==> src/rtl/fetch_pkg.sv <==
// rtl/fetch_pkg.sv - shared fetch-stage types: FSM states, NOP encoding, prefetch entry.
package fetch_pkg;

  typedef enum logic [1:0] {
    ST_RUN   = 2'd0,
    ST_DRAIN = 2'd1,
    ST_FAULT = 2'd2
  } fetch_state_t;

  localparam logic [31:0] NOP_INSTR = 32'h0000_0013;

  typedef struct packed {
    logic [31:0] pc;
    logic [31:0] instr;
    logic        fault;
  } fetch_entry_t;

endpackage

==> src/rtl/fetch_fifo.sv <==
// rtl/fetch_fifo.sv - prefetch FIFO of {pc, instr, fault}; head read straight from storage flops.
module fetch_fifo
  import fetch_pkg::*;
#(
  parameter int          DEPTH    = 2,
  parameter logic [31:0] RESET_PC = 32'h0000_0000,
  localparam int         PW       = $clog2(DEPTH),
  localparam int         CW       = $clog2(DEPTH + 1)
) (
  input  logic          clk,
  input  logic          reset,
  input  logic          flush,
  input  logic          push,
  input  fetch_entry_t  push_entry,
  input  logic          pop,
  output fetch_entry_t  head,
  output logic          head_valid,
  output logic [CW-1:0] count
);

  fetch_entry_t  mem [DEPTH];
  logic [PW-1:0] wr_ptr;
  logic [PW-1:0] rd_ptr;
  logic          do_pop;

  assign do_pop     = pop && (count != '0);
  assign head       = mem[rd_ptr];
  assign head_valid = (count != '0);

  // DEPTH is a power of two, so the pointers wrap naturally.
  always_ff @(posedge clk or negedge reset) begin
    if (!reset) begin
      wr_ptr <= '0;
      rd_ptr <= '0;
      count  <= '0;
      for (int i = 0; i < DEPTH; i++) begin
        mem[i] <= '{pc: RESET_PC, instr: NOP_INSTR, fault: 1'b0};
      end
    end else if (flush) begin
      wr_ptr <= '0;
      rd_ptr <= '0;
      count  <= '0;
    end else begin
      if (push) begin
        mem[wr_ptr] <= push_entry;
        wr_ptr      <= wr_ptr + PW'(1);
      end
      if (do_pop) rd_ptr <= rd_ptr + PW'(1);
      case ({push, do_pop})
        2'b10:   count <= count + CW'(1);
        2'b01:   count <= count - CW'(1);
        default: count <= count;
      endcase
    end
  end

endmodule

==> src/rtl/fetch_unit.sv <==
// rtl/fetch_unit.sv - RV32 instruction fetch: credit-limited requests, stale-fetch drop, redirect.
// Optional FETCH_ALIGN_CHECK_EN turns misaligned redirect targets into a fault entry.
module fetch_unit
  import fetch_pkg::*;
#(
  parameter int              XLEN       = 32,
  parameter logic [XLEN-1:0] RESET_PC   = '0,
  parameter int              FIFO_DEPTH = 2
) (
  input  logic            clk,
  input  logic            reset,
  output logic            imem_req_valid,
  input  logic            imem_req_ready,
  output logic [XLEN-1:0] imem_req_addr,
  input  logic            imem_rsp_valid,
  input  logic [31:0]     imem_rsp_data,
  input  logic            redirect_valid,
  input  logic [XLEN-1:0] redirect_pc,
  output logic            ir_valid,
  input  logic            ir_ready,
  output logic [31:0]     ir_instr,
  output logic [XLEN-1:0] ir_pc,
  output logic            ir_fault
);

  localparam int CW = $clog2(FIFO_DEPTH + 1);

  fetch_state_t    state;
  logic [XLEN-1:0] fetch_pc;
  logic [XLEN-1:0] rsp_pc;
  logic [CW-1:0]   out_cnt, out_next;
  logic [CW-1:0]   drop_cnt, drop_next;
  logic [CW-1:0]   fifo_count;
  logic            fault_pending;
  logic [XLEN-1:0] target;
  logic            misaligned;
  logic            fire, pop, keep_rsp, fault_push, push;
  logic [CW:0]     used;
  fetch_entry_t    push_entry, head;

`ifdef FETCH_ALIGN_CHECK_EN
  localparam bit ALIGN_CHECK = 1'b1;
  assign target     = redirect_pc;
  assign misaligned = (redirect_pc[1:0] != 2'b00);
`else
  localparam bit ALIGN_CHECK = 1'b0;
  assign target     = redirect_pc & ~XLEN'(3);
  assign misaligned = 1'b0;
`endif

  assign fire = imem_req_valid && imem_req_ready;
  assign pop  = ir_valid && ir_ready;

  // A same-cycle pop frees a slot before any new response can land, so it returns credit.
  assign used = {1'b0, out_cnt} + {1'b0, fifo_count} - {CW'(0), pop};

  assign imem_req_valid = reset && (state == ST_RUN) && (drop_cnt == '0) &&
                          (used < (CW+1)'(FIFO_DEPTH)) && !redirect_valid;
  assign imem_req_addr  = fetch_pc;

  always_comb begin
    out_next = out_cnt;
    if (fire)           out_next = out_next + CW'(1);
    if (imem_rsp_valid) out_next = out_next - CW'(1);
    drop_next = drop_cnt;
    if (redirect_valid)                          drop_next = out_next;
    else if (imem_rsp_valid && drop_cnt != '0)   drop_next = drop_cnt - CW'(1);
  end

  assign keep_rsp   = imem_rsp_valid && !redirect_valid && (drop_cnt == '0);
  assign fault_push = (state == ST_DRAIN) && !redirect_valid && (drop_next == '0) && fault_pending;
  assign push       = keep_rsp || fault_push;
  assign push_entry = fault_push ? '{pc: 32'(rsp_pc), instr: NOP_INSTR, fault: 1'b1}
                                 : '{pc: 32'(rsp_pc), instr: imem_rsp_data, fault: 1'b0};

  always_ff @(posedge clk or negedge reset) begin
    if (!reset) begin
      state         <= ST_RUN;
      fetch_pc      <= RESET_PC;
      rsp_pc        <= RESET_PC;
      out_cnt       <= '0;
      drop_cnt      <= '0;
      fault_pending <= 1'b0;
    end else begin
      out_cnt  <= out_next;
      drop_cnt <= drop_next;
      if (redirect_valid) begin
        fetch_pc      <= target;
        rsp_pc        <= target;
        fault_pending <= misaligned;
        // A misaligned target with nothing to drop still passes through DRAIN to emit its fault.
        state         <= (drop_next != '0 || misaligned) ? ST_DRAIN : ST_RUN;
      end else begin
        if (fire)     fetch_pc <= fetch_pc + XLEN'(4);
        if (keep_rsp) rsp_pc   <= rsp_pc + XLEN'(4);
        if (state == ST_DRAIN && drop_next == '0) begin
          state         <= fault_pending ? ST_FAULT : ST_RUN;
          fault_pending <= 1'b0;
        end
      end
    end
  end

  fetch_fifo #(
    .DEPTH    (FIFO_DEPTH),
    .RESET_PC (32'(RESET_PC))
  ) u_fifo (
    .clk        (clk),
    .reset      (reset),
    .flush      (redirect_valid),
    .push       (push),
    .push_entry (push_entry),
    .pop        (pop),
    .head       (head),
    .head_valid (ir_valid),
    .count      (fifo_count)
  );

  assign ir_instr = head.instr;
  assign ir_pc    = XLEN'(head.pc);
  assign ir_fault = head.fault && ALIGN_CHECK;

endmodule

==> config.mk <==
export PLATFORM = sky130hd
export DESIGN_NAME = fetch_unit
export DESIGN_NICKNAME = d
export VERILOG_FILES = /design/src/rtl/fetch_pkg.sv /design/src/rtl/fetch_fifo.sv /design/src/rtl/fetch_unit.sv
export SDC_FILE = /design/constraint.sdc
export NUM_CORES = 1
export LEC_CHECK = 0
export ABC_AREA = 1
export CAP_MARGIN = 20
export CORE_ASPECT_RATIO = 0.9
export CORE_MARGIN = 2
export CORE_UTILIZATION = 45
export CTS_CLUSTER_SIZE = 16
export DETAILED_ROUTE_END_ITERATION = 8
export PLACE_DENSITY = 0.69
export SYNTH_ARGS = -nofsm -noshare
export SYNTH_HDL_FRONTEND = slang
export SYNTH_HIERARCHICAL = 1
export SYNTH_SLANG_ARGS = --single-unit
==> constraint.sdc <==
create_clock -name clk -period 2.8 [get_ports clk]
set_clock_uncertainty 0.1 [all_clocks]
set_input_delay 0.28 -clock clk [delete_from_list [all_inputs] [get_ports clk]]
set_output_delay 0.28 -clock clk [all_outputs]
set_load 0.01 [all_outputs]
# After elaboration in Yosys (flattened, before gate mapping)
# Index checks and enable logic that the tools add are counted.
dict set report word_totals {
  register_bits 205
  latch_bits 0
  ramBits 0
  rom_bits 0
  input_bits 70
  out_inout_bits 99
  mem_count 0
}
dict set report op_classes {
  add_sub_neg 11
  multipliers 0
  div 0
  order_cmp 4
  eq_ne 3
  n_shift 0
  n_mux 27
  bitwise_logic 3
  reduce_logical 30
}
# cell n
set op_table {}
lappend op_table {{$mux W65} 4}
lappend op_table {{$bwmux W130} 1}
lappend op_table {{$mux W32} 4}
lappend op_table {{$demux W65 S1} 1}
lappend op_table {{$add A32 B3 Y32 const B} 2}
lappend op_table {{$mux W33} 1}
lappend op_table {{$mux W2} 8}
lappend op_table {{$reduce_bool A2 Y1} 8}
lappend op_table {{$logic_and A1 B1 Y1} 15}
lappend op_table {{$mux W1} 7}
lappend op_table {{$logic_not A2 Y1} 3}
lappend op_table {{$sub A2 B1 Y2 const B} 3}
lappend op_table {{$add A2 B1 Y2 const B} 2}
lappend op_table {{$eq A2 B1 Y1 const B} 2}
lappend op_table {{$ge A2 B2 Y1 const B} 2}
lappend op_table {{$not A1 Y2} 2}
lappend op_table {{$pmux W2 S2} 1}
lappend op_table {{$add A2 B2 Y3} 1}
lappend op_table {{$lt A3 B2 Y1 const B} 1}
lappend op_table {{$reduce_bool A3 Y1} 1}
lappend op_table {{$sub A3 B1 Y3} 1}
lappend op_table {{$add A1 B1 Y1 const B} 2}
lappend op_table {{$eq A2 B2 Y1 const B} 1}
lappend op_table {{$lt A2 B1 Y1 const B} 1}
lappend op_table {{other kinds (4)} 4}

# Logic depth before layout (Yosys ltp)
dict set report logic_depth {
  ltp_word 18
  ltp_mapped 21
}

# By module
# Netlist, hierarchy kept.
# mod n_inst cells_per_inst area_each_um2
set modules_own_cells {}
lappend modules_own_cells {fetch_fifo 1 722 6069.6}
lappend modules_own_cells {fetch_unit 1 613 4486.8}

# Worst setup path before layout
# No wires, ideal clock.
dict set report synth_path {
  path_kind {reg-to-reg}
  from {register u_fifo.count[0]}
  to {register state[0]}
  setup_time_ps 117
  t_arrival_ps 2578
  required_ps 2583
  path_slack_ps 5
  stages_incl_launch_ff 17
  n_path_buf 0
  period_less_slack_ps 2795
  path_cell_list {dfrtp_1 inv_1 nand2_1 nand2_1 inv_1 ha_1 or2_2 fa_1 nand2_1 nor2_1 nand3_1 nand3_1 nand2_1 nand2_1 nand2_1 nor2_1 nor2_1}
}
dict set report synth_via {
  elab_chain_cells 14
  word_cells_on_any_way 18
}
# item line
set synth_rtl {}
lappend synth_rtl {{start: declaration} fetch_fifo.sv:18} ;# output logic [CW-1:0] count
lappend synth_rtl {{start signal: assignment} fetch_fifo.sv:50} ;# 2'b10: count <= count + CW'(1);
lappend synth_rtl {{start signal: assignment} fetch_fifo.sv:51} ;# 2'b01: count <= count - CW'(1);
lappend synth_rtl {{start signal: assignment} fetch_fifo.sv:52} ;# default: count <= count;
lappend synth_rtl {{$reduce_bool A2 Y1 (*)} fetch_fifo.sv:28} ;# assign head_valid = (count != '0);
lappend synth_rtl {{named net ir_valid} fetch_unit.sv:19} ;# output logic ir_valid,
lappend synth_rtl {{$logic_and A1 B1 Y1 (*)} fetch_unit.sv:52} ;# assign pop = ir_valid && ir_ready;
lappend synth_rtl {{named net pop} fetch_unit.sv:37} ;# logic fire, pop, keep_rsp, fault_push, push;
lappend synth_rtl {{$sub A3 B1 Y3 (*)} fetch_unit.sv:55} ;# assign used = {1'b0, out_cnt} + {1'b0, fifo_count} - {CW'(0), pop};
lappend synth_rtl {{$lt A3 B2 Y1 (*)} fetch_unit.sv:58} ;# (used < (CW+1)'(FIFO_DEPTH)) && !redirect_valid;
lappend synth_rtl {{$logic_and A1 B1 Y1 (*)} fetch_unit.sv:57} ;# assign imem_req_valid = reset && (state == ST_RUN) && (drop_cnt == '0) &&
lappend synth_rtl {{$logic_and A1 B1 Y1 (*)} fetch_unit.sv:58}
lappend synth_rtl {{named net imem_req_valid} fetch_unit.sv:12} ;# output logic imem_req_valid,
lappend synth_rtl {{[2 not listed]} --}
lappend synth_rtl {{$sub A2 B1 Y2} fetch_unit.sv:64} ;# if (imem_rsp_valid) out_next = out_next - CW'(1);
lappend synth_rtl {{$mux W2 (*)} fetch_unit.sv:64}
lappend synth_rtl {{named net out_next[0]} fetch_unit.sv:31} ;# logic [CW-1:0] out_cnt, out_next;
lappend synth_rtl {{$mux W2 (*)} fetch_unit.sv:66} ;# if (redirect_valid) drop_next = out_next;
lappend synth_rtl {{named net drop_next[0]} fetch_unit.sv:32} ;# logic [CW-1:0] drop_cnt, drop_next;
lappend synth_rtl {{$reduce_bool A2 Y1 / $logic_not A2 Y1 (equally long branches)} {fetch_unit.sv:92, fetch_unit.sv:96}}
lappend synth_rtl {{$mux W1 / $logic_and A1 B1 Y1 (equally long branches)} {fetch_unit.sv:92, fetch_unit.sv:96}}
lappend synth_rtl {{$mux W2 / $reduce_bool A2 Y1 (equally long branches)} --}
lappend synth_rtl {{end signal: assignment} fetch_unit.sv:92} ;# state <= (drop_next != '0 || misaligned) ? ST_DRAIN : ST_RUN;
lappend synth_rtl {{end signal: assignment} fetch_unit.sv:97} ;# state <= fault_pending ? ST_FAULT : ST_RUN;
lappend synth_rtl {{end: declaration} fetch_unit.sv:28} ;# fetch_state_t state;
# The timed path passes the listed nets; every way through them passes the cells marked *.
# A chain may end at the register's enable or synchronous reset.

# Worst setup path in the final report
dict set report layout_path {
  from {register u_fifo.count[1]}
  to {output imem_req_valid}
}
dict set report layout_via {
  elab_chain_cells 6
  word_cells_on_any_way 7
}
# item line
set layout_rtl {}
lappend layout_rtl {{$reduce_bool A2 Y1} fetch_fifo.sv:28}
lappend layout_rtl {{$logic_and A1 B1 Y1} fetch_unit.sv:52}
lappend layout_rtl {{named net pop} fetch_unit.sv:37}
lappend layout_rtl {{$sub A3 B1 Y3} fetch_unit.sv:55}
lappend layout_rtl {{$lt A3 B2 Y1} fetch_unit.sv:58}
lappend layout_rtl {{$logic_and A1 B1 Y1} fetch_unit.sv:57}
lappend layout_rtl {{$logic_and A1 B1 Y1} fetch_unit.sv:58}
lappend layout_rtl {{end: declaration} fetch_unit.sv:12}
# The timed path passes the listed nets, and every way through them passes these cells.

==> impl_metrics.tcl <==
set metrics [dict create \
    overflow 0 \
    peakVddDrop_v 0.0003461 \
    hold_path_class "in2reg" \
    dpl.hpwl_mm 18.03 \
    pre_cts_ws_ns -0.3424 \
    start_kind "flip-flop" \
    die_h_um 148.7 \
    worstReg2RegEnd "state[0]" \
    final-hold-violation-count 0 \
    timing.fmax_ghz 0.3625 \
    setup_viol 0 \
    cellLeakagePower_uw 0.006284 \
    grt_pass1_vias 8420 \
    avgSynthCellArea_um2 7.902 \
    dr.pass1.iters 5 \
    core_region_area_um2 22640 \
    fin_crit_sh_pct 98.53 \
    cts_max_path_buffers 2 \
    r2r_slack_ns 0.15 \
    num_vias 9030 \
    fp-row-count 52 \
    period_minus_slack_ns 2.759 \
    crit_required_ns 2.42 \
    dp.cells 1750 \
    syn_to_final_growth_pct 23.92 \
    grt_pass1_wl_mm 42.70 \
    postRouteAntennaNets 0 \
    ios 169 \
    final_cells 1788 \
    tritoncts "done" \
    r2r_cells 17 \
    tightestPinTransition_ns 0.9380 \
    htreeDepth 4 \
    grt_max_degree 129 \
    netlist_instances 1325 \
    drc 0 \
    syn-cell-area_um2 10470 \
    clkTransAtPathRegs_ns 0.07 \
    start_util_pct 46.24 \
    path_class "reg2out" \
    portBuffers 163 \
    worstPathArrival_ns 2.38 \
    clock_latency_ns 0.44 \
    die_area_um2 24500 \
    outcome "complete, no violations" \
    r2r-start "u_fifo/count[1]" \
    holdCritStartpoint "redirect_valid" \
    drive_above_1_share_pct 11.27 \
    viasPerCell 5.050 \
    rsz0062_at_grt "yes" \
    diodes 0 \
    antenna_found_initial 0 \
    cp-startpoint "u_fifo/count[1]" \
    grt.total_usage_pct 21.92 \
    ys_warn_count 6 \
    place.gp.congestion 0.9001 \
    routed_wl_mm 26.08 \
    slew_headroom_pct 37.47 \
    power.total_uw 9934 \
    hold_depth 4 \
    setup_ws_ns 0.04111 \
    cts_buffers 17 \
    maxCapViolCount 0 \
    cts_root_buffer "clkbuf_16" \
    die_w_um 164.8 \
    post_drt_wl_per_cell_um 14.59 \
    p_per_area_nw_per_um2 765.6 \
    fin_nets 1554 \
    crit_path_end_kind "output pin" \
    cts.sinks 197 \
    cp_max_fo 3 \
    drt_iter0_drc 730 \
    holdWs_ns 0.08974 \
    drv_slew 0 \
    whs_endpoint "u_fifo/count[1]" \
]
registers in the layout, indices dropped and copies added, names as in the netlist:
signal and cells:
drop_cnt 2, imem_req_addr 30, out_cnt 2, rsp_pc 30, state 1, u_fifo/count 2, u_fifo/mem 128, u_fifo/rd_ptr 1
u_fifo/wr_ptr 1
power breakdown:
group          internal [uW]  switching, uW
clock                   1340           1150
sequential              3640            528
combinational           1630           1640
layout by cell type (no fill, tap or decap), drive strengths merged, types with 4 or more instances in the layout:
| cell type | instances |
|---|---|
| a21boi | 4 |
| a21oi | 16 |
| a22oi | 4 |
| buf | 31 |
| clkbuf | 19 |
| clkdlybuf4s50 | 160 |
| clkinv | 5 |
| conb | 5 |
| dfrtp | 191 |
| dfstp | 6 |
| ha | 5 |
| inv | 141 |
| nand2 | 523 |
| nand3 | 62 |
| nand4 | 20 |
| nor2 | 54 |
| nor3 | 19 |
| o211ai | 10 |
| o21ai | 148 |
| o221ai | 6 |
| or2 | 7 |
| xnor2 | 6 |
| xor2 | 25 |
how the worst max path moves through the flow:
stage,end,cells past startpoint,slack [ns]
CTS,imem_req_valid,10,0.05
floorplan,state[0],16,0.005
finish,imem_req_valid,10,0.04
global placement,imem_req_valid,9,-0.29
global route,imem_req_valid,10,-0.05
detailed placement,imem_req_valid,9,-0.34
worst max-delay path, stage by stage (launching register included):
cell,delay (ns)
dfrtp_1,0.38
inv_1,0.08
nand2_2,0.07
nand2_2,0.06
inv_2,0.06
ha_4,0.21
or2_4,0.22
fa_2,0.53
nand2_2,0.06
nor2_2,0.13
buf_2,0.15
routing by layer:
metal	vias up	global-route usage, %	share of wire, %
met5	-	0	0
met2	295	33.37	44
met1	4184	33.21	49
met3	16	3.346	6.1
li1	4535	-	-
met4	0	4.652	0.77
metrics by stage:
stage                     instance area (um^2)  util [%]  setup TNS (ns)
after floorplan                          10490         -               0
after global placement                   12300     54.34          -5.314
after detailed placement                 12300     54.34          -7.200
after CTS                                12930     57.13               0
after global routing                     12970     57.31         -0.1144
final                                    12970     57.31               0
timing repair:
item / 4_1_cts / 5_1_grt
endpoints found under the setup margin: 8 / 30
hold endpoints to repair: 14 / 0
setup buffers: 1 / 4
resized for setup: 10 / 5
hold buffers: 1 / 0
pin swaps: 6 / 4
final cells by class:
cell class	instances	area [um^2]
Clock buffer	18	429.2
Tap cell	297	371.6
Sequential cell	197	4938
Fill cell	2113	9667
Clock inverter	14	166.4
Inverter	136	510.5
Timing Repair Buffer	193	1916
Multi-Input combinational cell	933	4643
Power figures use the tool's default switching activity.
